$ cat src/rtl/button_conditioner.sv
// ============================================================================
// Module   : button_conditioner
// Purpose  : Synchronise and debounce a raw push-button, then classify each
//            press as short or long (and optionally detect double clicks).
// Options  : DOUBLE_CLICK_EN -- enables the double-click gap detector.
// Revision : 1.0 - initial release
// ============================================================================
`default_nettype none

module button_conditioner #(
    parameter int DEBOUNCE_CYCLES = 240_000,
    parameter int LONG_CYCLES     = 12_000_000,
    parameter int DCLICK_CYCLES   = 3_600_000
) (
    input  logic CLK,
    input  logic RST,
    input  logic BTN,
    output logic BTN_LEVEL,
    output logic PRESS,
    output logic RELEASE,
    output logic SHORT_PRESS,
    output logic LONG_PRESS,
    output logic DOUBLE_CLICK
);

    localparam logic [23:0] c_DEB_LAST  = 24'(DEBOUNCE_CYCLES - 1);
    localparam logic [23:0] c_LONG_LAST = 24'(LONG_CYCLES - 1);

    localparam logic [1:0] c_IDLE      = 2'd0;
    localparam logic [1:0] c_HELD      = 2'd1;
    localparam logic [1:0] c_LONG_HELD = 2'd2;

    if (DEBOUNCE_CYCLES < 1 || LONG_CYCLES < 1 || DEBOUNCE_CYCLES >= (1 << 24) ||
        LONG_CYCLES >= (1 << 24) || DCLICK_CYCLES >= (1 << 24)) begin : g_param_check
        $error("button_conditioner: cycle parameters out of range");
    end

    logic        r_sync1;
    logic        r_sync2;
    logic [23:0] r_deb_cnt;
    logic [1:0]  r_state;
    logic [23:0] r_hold_cnt;

    logic w_toggle;
    logic w_rise;
    logic w_fall;
    logic w_long_qual;

    assign w_toggle    = (r_sync2 != BTN_LEVEL) && (r_deb_cnt == c_DEB_LAST);
    assign w_rise      = w_toggle & ~BTN_LEVEL;
    assign w_fall      = w_toggle &  BTN_LEVEL;
    assign w_long_qual = (r_state == c_HELD) && (r_hold_cnt == c_LONG_LAST);

    // Synchroniser and debounce counter; any matching cycle restarts the count.
    always_ff @(posedge CLK) begin
        if (RST) begin
            r_sync1   <= 1'b0;
            r_sync2   <= 1'b0;
            r_deb_cnt <= '0;
            BTN_LEVEL <= 1'b0;
            PRESS     <= 1'b0;
            RELEASE   <= 1'b0;
        end else begin
            r_sync1 <= BTN;
            r_sync2 <= r_sync1;
            PRESS   <= w_rise;
            RELEASE <= w_fall;
            if (r_sync2 != BTN_LEVEL) begin
                if (w_toggle) begin
                    BTN_LEVEL <= ~BTN_LEVEL;
                    r_deb_cnt <= '0;
                end else begin
                    r_deb_cnt <= r_deb_cnt + 24'd1;
                end
            end else begin
                r_deb_cnt <= '0;
            end
        end
    end

    // Release is tested before long-qualify so a coincident release wins.
    always_ff @(posedge CLK) begin
        if (RST) begin
            r_state     <= c_IDLE;
            r_hold_cnt  <= '0;
            SHORT_PRESS <= 1'b0;
            LONG_PRESS  <= 1'b0;
        end else begin
            SHORT_PRESS <= 1'b0;
            LONG_PRESS  <= 1'b0;
            case (r_state)
                c_IDLE: begin
                    r_hold_cnt <= '0;
                    if (w_rise) r_state <= c_HELD;
                end
                c_HELD: begin
                    if (w_fall) begin
                        r_state     <= c_IDLE;
                        r_hold_cnt  <= '0;
                        SHORT_PRESS <= 1'b1;
                    end else if (w_long_qual) begin
                        r_state    <= c_LONG_HELD;
                        r_hold_cnt <= r_hold_cnt + 24'd1;
                        LONG_PRESS <= 1'b1;
                    end else begin
                        r_hold_cnt <= r_hold_cnt + 24'd1;
                    end
                end
                c_LONG_HELD: begin
                    if (w_fall) begin
                        r_state    <= c_IDLE;
                        r_hold_cnt <= '0;
                    end
                end
                default: begin
                    r_state    <= c_IDLE;
                    r_hold_cnt <= '0;
                end
            endcase
        end
    end

`ifdef DOUBLE_CLICK_EN
    localparam logic [23:0] c_DCLICK_LAST = 24'(DCLICK_CYCLES - 1);

    logic        r_armed;
    logic        r_second;
    logic [23:0] r_gap_cnt;
    logic        w_short;
    logic        w_long_ev;

    assign w_short   = (r_state == c_HELD) && w_fall;
    assign w_long_ev = w_long_qual && !w_fall;

    // r_second marks a second press that began inside the gap window.
    always_ff @(posedge CLK) begin
        if (RST) begin
            r_armed      <= 1'b0;
            r_second     <= 1'b0;
            r_gap_cnt    <= '0;
            DOUBLE_CLICK <= 1'b0;
        end else begin
            DOUBLE_CLICK <= 1'b0;
            if (w_short) begin
                if (r_second) begin
                    DOUBLE_CLICK <= 1'b1;
                    r_armed      <= 1'b0;
                    r_second     <= 1'b0;
                end else begin
                    r_armed   <= 1'b1;
                    r_gap_cnt <= '0;
                end
            end else if (r_second) begin
                if (w_long_ev) begin
                    r_armed  <= 1'b0;
                    r_second <= 1'b0;
                end
            end else if (r_armed) begin
                if (w_rise) begin
                    r_second <= 1'b1;
                end else if (r_gap_cnt == c_DCLICK_LAST) begin
                    r_armed <= 1'b0;
                end else begin
                    r_gap_cnt <= r_gap_cnt + 24'd1;
                end
            end
        end
    end
`else
    assign DOUBLE_CLICK = 1'b0;
`endif

endmodule

`default_nettype wire

$ cat config.mk
export PLATFORM = sky130hd
export DESIGN_NAME = button_conditioner
export DESIGN_NICKNAME = d
export VERILOG_FILES = /design/src/rtl/button_conditioner.sv
export SDC_FILE = /design/constraint.sdc
export NUM_CORES = 1
export LEC_CHECK = 0
export CORE_UTILIZATION = 45
export CTS_CLUSTER_DIAMETER = 30
export DETAILED_ROUTE_END_ITERATION = 8
export GPL_TIMING_DRIVEN = 1
export PLACE_DENSITY = 0.61
export SLEW_MARGIN = 20
export SYNTH_ARGS = -nofsm -noshare
export SYNTH_HDL_FRONTEND = slang
export SYNTH_SLANG_ARGS = --single-unit
export TNS_END_PERCENT = 50
$ cat constraint.sdc
create_clock -name CLK -period 3.3 [get_ports CLK]
set_clock_uncertainty 0.2 [all_clocks]
set_input_delay 0.66 -clock CLK [delete_from_list [all_inputs] [get_ports CLK]]
set_output_delay 0.66 -clock CLK [all_outputs]
set_load 0.1 [all_outputs]
* Yosys cells after proc, flatten, opt, wreduce, memory -nomap -nowiden *
Index checks and enable logic that the tools add are counted.

word-level totals
  flip-flop bits (word level) = 57
  latch bits = 0
  memory bits (writable) = 0
  memory bits (read-only) = 0
  input port bits = 3
  word-level logic and storage cells = 43
  memories = 0

cells by class
  $add $sub $neg = 2
  multiply operators = 0
  div/mod/pow operators = 0
  order comparisons = 0
  equality and inequality tests = 8
  shift operators = 0
  muxes and demuxes = 10
  bitwise operators = 5
  reductions and logical operators = 8

operator list
  kind                                                                      count
  24-bit by 1-bit adder with 24-bit output (second input constant)          2
  24-bit 2-to-1 mux                                                         2
  24-bit case mux with 2 select lines                                       1
  24-bit by 18-bit equality test with 1-bit output (second input constant)  1
  24-bit equality test (second input constant)                              1
  2-bit 2-to-1 mux                                                          4
  2-bit case mux with 3 select lines                                        1
  3-bit OR reduction                                                        2
  2-bit != test (second input constant)                                     2
  3-bit != test (second input constant)                                     1
  1-bit NOT                                                                 3
  3-bit AND reduction                                                       1
  1-bit AND                                                                 2
  2-bit by 1-bit equality test with 1-bit output (second input constant)    1
  2-bit equality test (second input constant)                               1
  1-bit logical AND                                                         2
  2-bit logical NOT                                                         1
  1-bit 2-to-1 mux                                                          2
  2-bit AND reduction                                                       1
  2-bit OR reduction                                                        1
  1-bit != test                                                             1

* Depth between registers and ports, before layout *
Gate-level depths: netlist of run 1.

  depth in word-level cells = 5
  depth in mapped cells = 8

* Least setup slack after synthesis of run 1 *
Ideal clock, no wire load.

  path kind = register to register
  start = register BTN_LEVEL
  end = register r_hold_cnt[9]
  setup time = 0.070 ns
  data arrival time = 2.327 ns
  required time = 3.030 ns
  slack = 0.703 ns
  cell stages (with the launch flop) = 7
  cell sequence = dfxtp_1 nor2b_1 and4b_1 a21oi_1 buf_2 or4_1 a21oi_1

between the ends
  longest elaborated chain between the ends = 5
  elaborated cells between the ends (all ways) = 6
  those cells by class = 2 x eq/ne; 2 x mux; 1 x bitwise; 1 x reduce/logical

RTL lines
  element                              RTL line  text
  start: declaration                   18        output logic BTN_LEVEL,
  start signal: assignment             70        BTN_LEVEL <= ~BTN_LEVEL;
  1-bit != test                        49        assign w_toggle = (r_sync2 != BTN_LEVEL) && (r_deb_cnt == c_DEB_LAST);
  1-bit logical AND                    49
  1-bit AND (*)                        51        assign w_fall = w_toggle & BTN_LEVEL;
  24-bit 2-to-1 mux                    97        if (w_fall) begin
  24-bit case mux with 2 select lines  91        case (r_state)
  end signal: assignment               103       r_hold_cnt <= r_hold_cnt + 24'd1;
  end signal: assignment               106       r_hold_cnt <= r_hold_cnt + 24'd1;
  end: declaration                     42        logic [23:0] r_hold_cnt;

Mark *: on every way between the ends. The rest lies on a longest branch, timed or not.
A chain may end at the register's enable or synchronous reset.

* Worst setup path in the final report of run 1 *
  start = register r_hold_cnt[0]
  end = register r_hold_cnt[22]

between the ends
  longest elaborated chain between the ends = 3

RTL lines
  element                                   RTL line
  24-bit by 1-bit adder with 24-bit output  103, 106
  24-bit 2-to-1 mux                         97
  24-bit case mux with 2 select lines       91

Every way passes these cells.

==> impl_summary.txt, run 1 <==
----------------------------------------------------
[Cells and area]
  Number of antenna cells inserted ... 0
  Synthesis-to-layout area growth ... 9.90%
  Number of standard cells in the final layout excluding fillers ... 403
  Highest-count cells in the layout ignoring fill and taps ... dfxtp_1, nor2_1, nand2_1
  Fraction of final layout cells with drive strength greater than 1 ... 10.3%
  Final standard cell utilization of the core ... 52.6%
  Most common library cell in the layout ignoring fill and taps ... dfxtp_1
  NumNets Final ... around 330
  Largest registers ... r_deb_cnt x24, r_hold_cnt x24, r_state x2

[Run]
  Max-cap violations ... 0

[Logic synthesis]
  Leading area contributor after synthesis ... dfxtp_1
  Post-synthesis area per instance ... 8.52 µm²
  Area contributors post-synth ... dfxtp_1, nor2_1, xor2_1
  Synth Cell Area ... around 2700 µm²
  Sequential area share after synthesis ... 42.0%
  Distinct cell type count of the synthesized netlist ... 47
  Yosys top cell area share ... 42.0%
  Net count of the mapped netlist ... 324
  Post-synthesis cell count ... 319
  Number of register bits inferred by synthesis ... 57
  Yosys warning total ... 0

[Timing]
  Final setup violating endpoints ... 0
  Fin crit share ... 74.9%
  Shortest clock period the worst path allows after layout ... 2.47 ns
  Max Freq ... 0.404 GHz
  Slew HR ... 41.6%
  Final-layout setup total negative slack ... 0 ns
  Count of endpoints failing hold in the final timing report ... 0
  Number of max-slew violations in the final report ... 0
  Unrepaired setup endpoints after global routing ... false
  Measured slew at the worst slew-check pin ... 0.869 ns

[GRT]
  Vias in the first global route ... 2041
  Antenna violations before repair ... 0
  GRT overflow ... 0
  Pin count of the biggest net entering global routing ... 25
  Global-route wire length before repair ... 9340 µm
  GRT Overall Usage ... 19.1%

[Die]
  Core Area ... ~5700 µm²
  Starting density of the core ... 47.9%
  Number of ports placed on the die boundary ... 9
  Row count ... 27
  Horizontal extent of the die ... between 70 and 80 µm
  Die Area ... 6350 µm²
  Die height ... 79.7 µm

[Critical path]
  Worst setup path endpoint ... r_hold_cnt[22]
  R2R depth ... 6
  Startpoint of the worst register-to-register path ... r_hold_cnt[0]
  CP required ... 3.37 ns
  End of the worst register-to-register path ... r_hold_cnt[22]
  Setup slack of the worst register-to-register path ... 0.83 ns
  Critical Path Sink Type ... flip-flop
  Critical Path AT ... 2.54 ns
  Max Fanout on Critical Path ... 6
  Origin of the worst setup path ... r_hold_cnt[0]
  Category of the worst setup path launch point ... flip-flop
  Critical path type ... flip-flop to flip-flop

[Routing]
  Total via count after detailed routing ... 2232
  Residual DRC count ... 0
  1st-iter DRT viols ... about 110
  Final Routed Wirelength ... 5420 µm
  Number of vias per cell after detailed routing ... 5.54
  Antenna Nets Post-Route ... 0
  Post-detailed-route wirelength per cell ... ~13 µm
  Detailed-routing iteration count for the pre-antenna-repair pass ... 5

[Pwr]
  Ratio of total power to cell area ... 429 nW/µm²
  Maximum VDD drop ... 0.252 mV
  Leak Pwr ... 0.928 nW

[Placement]
  Total half-perimeter wirelength after legalization and detailed placement ... 3670 µm
  Gpl congestion ... 0.763
  Placed insts ... 387
  Port bufs ... 7

[CTS]
  Worst-case clock buffer depth ... 2
  Number of H-tree branching levels ... 3
  Clock root buffer ... clkbuf_8
  Postcts setup bufs ... 0
  Clock tree from TritonCTS ... yes
  Clock latency on the worst-skew pair ... between 0.3 and 0.4 ns
  Number of cells upsized or downsized after cts ... 0
  Clock Sinks ... 57
  Clock Pin Slew Worst Setup and Hold Paths ... 0.06 ns
  Number of CTS-inserted buffers ... 9
  Hold buffer count at CTS ... 0

[Worst hold path]
  Cell depth of the worst hold path ... 1
  Path category of the worst min-delay check ... flip-flop to flip-flop

[Status]
  Outcome ... completed

----------------------------------------------------
==> layer usage <==
layer	global-route usage (%)	vias to the layer above	wire length, µm
li1	-	1158	-
met1	23.3	1048	2590
met2	30.9	20	2580
met3	6.86	6	192
met4	6.55	0	57
met5	0	-	0
==> final cells by class <==
| class | count | area [µm²] |
|---|---|---|
| multi-input cells | 243 | 1490 |
| flip-flops and latches | 57 | 1140 |
| well taps | 72 | 90.1 |
| clock inverters | 3 | 15.0 |
| inverters | 6 | 22.5 |
| clock buffers | 13 | 159 |
| repair buffers | 9 | 72.6 |
| fillers | 554 | 2690 |
==> metrics by stage <==
stage,setup WS [ns],cell area [µm²],hold WS (ns),power [mW]
2_1_floorplan,0.703,2720,0.214,0.720
3_3_place_gp,0.881,2810,0.228,0.723
3_5_place_dp,0.850,2810,0.222,0.723
4_1_cts,0.842,2990,0.238,1.30
5_1_grt,0.709,2990,0.261,1.33
6_report,0.828,2990,0.241,1.28
==> report_power, final <==
group          internal (mW)  switching, mW
Clock                  0.310          0.263
Combinational        0.00472         0.0126
Sequential             0.690       0.000880
==> cells by family after synthesis <==
kind of cell | Yosys count | share of synthesized area (%)
buf+inv | 19 | 3.31
xor+xnor | 27 | 8.70
fa+ha+maj | 2 | 0.921
mux | 2 | 0.737
simple gates | 160 | 32.5
flops | 57 | 42.0
compound gates | 51 | 11.7
other cells | 1 | 0.138
==> critical path, cell delays in order (launching register included) <==
cell     delay [ns]
dfxtp_1        0.41
ha_1           0.22
inv_1          0.11
nor4_1         0.75
nand2_1        0.13
or4_1          0.43
a21oi_1        0.15
==> synthesized netlist by cell type, drive strengths merged <==
master,number
dfxtp,57
nor2,46
nand2,23
a21oi,20
nand3,20
xor2,17
nand4,12
nor3,10
or4,10
xnor2,10
o21ai,9
nor4,8
o31ai,8
and3,7
buf,7
or3,7
clkbuf,6
inv,6
a22oi,5
nor2b,5
nand2b,4
a41oi,3
a21o,2
a31oi,2
ha,2
mux2i,2
or2,2
or4b,2
a211oi,1
a311oi,1
and4,1
and4b,1
conb,1
nor4b,1
or3b,1
==> how the worst min path moves through the flow <==
stage / startpoint / endpoint / slack (ns)
2_1_floorplan: r_sync1 / r_sync2 / 0.21
3_3_place_gp: r_sync1 / r_sync2 / 0.23
3_5_place_dp: r_sync1 / r_sync2 / 0.22
4_1_cts: r_sync1 / r_sync2 / 0.24
5_1_grt: r_sync1 / r_sync2 / 0.26
6_report: r_sync1 / r_sync2 / 0.24
Note: power is estimated with default switching activity, not from simulation.
==> inputs of run 2 (changes only) <==
- PLACE_DENSITY: 0.61 -> 0.63
- clock period: 3.3 -> 2.05 ns (I/O delays scaled with it)
==> impl_summary.txt, run 2 (synthesis gave the netlist of run 1 again) <==
----------------------------------------------------
[Critical path]
  Peak per-stage delay on the critical path ... 0.51 ns (was 0.75 ns)
  Worst path bufs/invs ... 0 (was 1)
  Critical path type ... flip-flop to flip-flop (unchanged)
  Critical Path Sink Type ... flip-flop (unchanged)
  Gate family responsible for the most delay along the worst path ... simple AND/OR/NAND/NOR gates (unchanged)
  Category of the worst setup path launch point ... flip-flop (unchanged)
  Cell with the biggest individual delay on the critical path ... or4b_1 (was nor4_1)
  Number of stages on the worst setup path ... 5 (was 6)
  Critical-path cell list ... or4b_1, or4_4, nor3_4, or3b_1, a211oi_2 (was ha_1, inv_1, nor4_1, nand2_1, or4_1, a21oi_1)
  R2R depth ... 5 (was 6)
  Critical Path AT ... 2.34 ns (was 2.54 ns)
  Max Fanout on Critical Path ... 3 (was 6)
  CP required ... 2.12 ns (was 3.37 ns)

[Cells and area]
  Footprint of the flip-flops and latches ... 1150 µm² (was 1140 µm²)
  NumNets Final ... 403 (was 331)
  Number of standard cells in the final layout excluding fillers ... 475 (was 403)
  Synthesis-to-layout area growth ... 45.1% (was 9.90%)
  Most common library cell in the layout ignoring fill and taps ... buf_4 (was dfxtp_1)
  Number of antenna cells inserted ... 0 (unchanged)
  Total of fill cells in the finished design ... 450 (was 554)
  Highest-count cells in the layout ignoring fill and taps ... buf_4, dfxtp_1, nor2_1 (was dfxtp_1, nor2_1, nand2_1)
  Area of the multi-input gates ... 1710 µm² (was 1490 µm²)
  Final standard cell utilization of the core ... 69.5% (was 52.6%)
  Fraction of final layout cells with drive strength greater than 1 ... 35.7% (was 10.3%)
  Largest registers ... r_deb_cnt x24, r_hold_cnt x24, r_state x2 (unchanged)

[Routing]
  Detailed-routed wire length on met3 ... 201 µm (was 192 µm)
  Routed wl met2 ... 3590 µm (was 2580 µm)
  Post-detailed-route wirelength per cell ... 14.7 µm (was 13.4 µm)
  Total via count after detailed routing ... 2620 (was 2232)
  1st-iter DRT viols ... 197 (was 112)
  Top layer in use ... met4 (unchanged)
  Number of vias per cell after detailed routing ... 5.52 (was 5.54)
  Final Routed Wirelength ... 6990 µm (was 5420 µm)
  M1 wire length ... 3080 µm (was 2590 µm)
  Residual DRC count ... 0 (unchanged)
  Antenna Nets Post-Route ... 0 (unchanged)
  Detailed-routing iteration count for the pre-antenna-repair pass ... 4 (was 5)

[Timing]
  Worst setup margin ... -0.225 ns (was 0.828 ns)
  Number of max-slew violations in the final report ... 0 (unchanged)
  Count of endpoints failing hold in the final timing report ... 0 (unchanged)
  Slew HR ... 61.8% (was 41.6%)
  Unrepaired setup endpoints after global routing ... true (was false)
  Shortest clock period the worst path allows after layout ... 2.28 ns (was 2.47 ns)
  Max Freq ... 0.439 GHz (was 0.404 GHz)
  Final setup violating endpoints ... 54 (was 0)
  Fin crit share ... 111% (was 74.9%)
  Measured slew at the worst slew-check pin ... 0.572 ns (was 0.869 ns)

[GRT]
  Global-route wire length before repair ... 10800 µm (was 9340 µm)
  Antenna violations before repair ... 0 (unchanged)
  GRT overflow ... 0 (unchanged)
  Vias in the first global route ... 2383 (was 2041)
  Pin count of the biggest net entering global routing ... 25 (unchanged)
  GRT Overall Usage ... 22.3% (was 19.1%)

[Pwr]
  Internal Dissipation ... 1.87 mW (was 1.00 mW)
  Sw Ratio ... 20.9% (was 21.6%)
  Net switching component of the power ... 0.494 mW (was 0.277 mW)
  Maximum VDD drop ... 0.527 mV (was 0.252 mV)
  Fraction of power consumed by the clock network ... 51.2% (was 44.7%)
  Ratio of total power to cell area ... 600 nW/µm² (was 429 nW/µm²)
  Sequential power share ... 46.9% (was 53.9%)
  Leak Pwr ... 1.41 nW (was 0.928 nW)
  Comb pwr share ... 2.0% (was 1.4%)

[Die]
  Horizontal extent of the die ... 79.7 µm (unchanged)
  Core Area ... 5680 µm² (unchanged)
  Row count ... 27 (unchanged)
  Number of ports placed on the die boundary ... 9 (unchanged)
  Starting density of the core ... 47.9% (unchanged)
  Die Area ... 6350 µm² (unchanged)
  Die height ... 79.7 µm (unchanged)

[Status]
  Outcome ... complete, but fails checks (was completed)
  Failing checks ... setup timing

[CTS]
  Clock latency on the worst-skew pair ... 0.34 ns (was 0.33 ns)
  Worst-case clock buffer depth ... 2 (unchanged)
  Clock root buffer ... clkbuf_8 (unchanged)
  Clock Pin Slew Worst Setup and Hold Paths ... 0.07 ns (was 0.06 ns)
  Number of CTS-inserted buffers ... 9 (unchanged)
  Clock Sinks ... 57 (unchanged)
  Number of H-tree branching levels ... 3 (unchanged)
  Clock tree from TritonCTS ... yes (unchanged)

[Run]
  Max-cap violations ... 0 (unchanged)

[Placement]
  Port bufs ... 7 (unchanged)
  Gpl congestion ... 0.816 (was 0.763)
  Total half-perimeter wirelength after legalization and detailed placement ... 4370 µm (was 3670 µm)
  Placed insts ... 446 (was 387)

[Worst hold path]
  Path category of the worst min-delay check ... flip-flop to flip-flop (unchanged)
  Cell depth of the worst hold path ... 1 (unchanged)

----------------------------------------------------
run 2: cell types whose count changed in the layout (fill, tap and decap cells not counted), moves of 5 or more:
cell,previous run,this run
buf_4,7,63
a21oi_1,20,10
or4_1,9,4
buf_12,0,8
a21oi_2,0,9
nor2_1,46,39
or4_4,1,6
run 2: layout make-up:
type / instances / share of cell area, %
clock buffer: 11 / 3.84
clock inverter: 5 / 1.97
inverter: 6 / 0.571
multi-input combinational: 245 / 43.3
sequential: 57 / 29.1
tap: 72 / 2.28
timing repair buffer: 79 / 19.0
run 2: worst paths after layout:
path	start	end	slack, ns
worst max-delay path	r_deb_cnt[18]	r_state[0]	-0.23
worst min register to register	r_sync1	r_sync2	0.26
worst min-delay path	r_sync1	r_sync2	0.26
worst max register to register	r_deb_cnt[18]	r_state[0]	-0.23
run 2: power groups by stage:
| stage | sequential, mW | clock (mW) | combinational, mW |
|---|---|---|---|
| 6_report | 1.11 | 1.21 | 0.0464 |
| 5_1_grt | 1.11 | 1.27 | 0.0488 |
| 4_1_cts | 1.11 | 1.23 | 0.0375 |
| 3_5_place_dp | 1.13 | 0 | 0.0342 |
| 3_3_place_gp | 1.13 | 0 | 0.0340 |
| 2_1_floorplan | 1.13 | 0 | 0.0270 |
run 2: what timing repair did:
item	4_1_cts	5_1_grt
buffers inserted	7	2
gates cloned	2	2
hold endpoints to repair	0	0
setup endpoints to repair	54	55
pin swaps	23	15
resized for setup	13	29
hold buffers	0	0
run 2: worst reg2reg max path: stages (launching register included):
cell      delay, ns
dfxtp_2        0.32
or4b_1         0.51
or4_4          0.45
nor3_4         0.13
or3b_1         0.38
a211oi_2       0.21
run 2: metrics by stage:
step | hold WS [ns] | power [mW] | worst slack, ns | area, µm² | TNS [ns]
after floorplan | 0.214 | 1.16 | -0.205 | 2800 | -5.37
final | 0.260 | 2.37 | -0.225 | 3940 | -8.83
after global routing | 0.266 | 2.42 | -0.273 | 3940 | -11.60
after CTS | 0.266 | 2.38 | -0.235 | 3760 | -5.25
after detailed placement | 0.255 | 1.17 | -0.292 | 3400 | -7.49
after global placement | 0.217 | 1.17 | -0.232 | 3400 | -6.20
run 2: routing by layer:
layer	vias to the layer above	GRT usage [%]
met5	-	0
met3	13	3.77
met1	1248	26.6
li1	1314	-
met2	45	38.5
met4	0	10.9
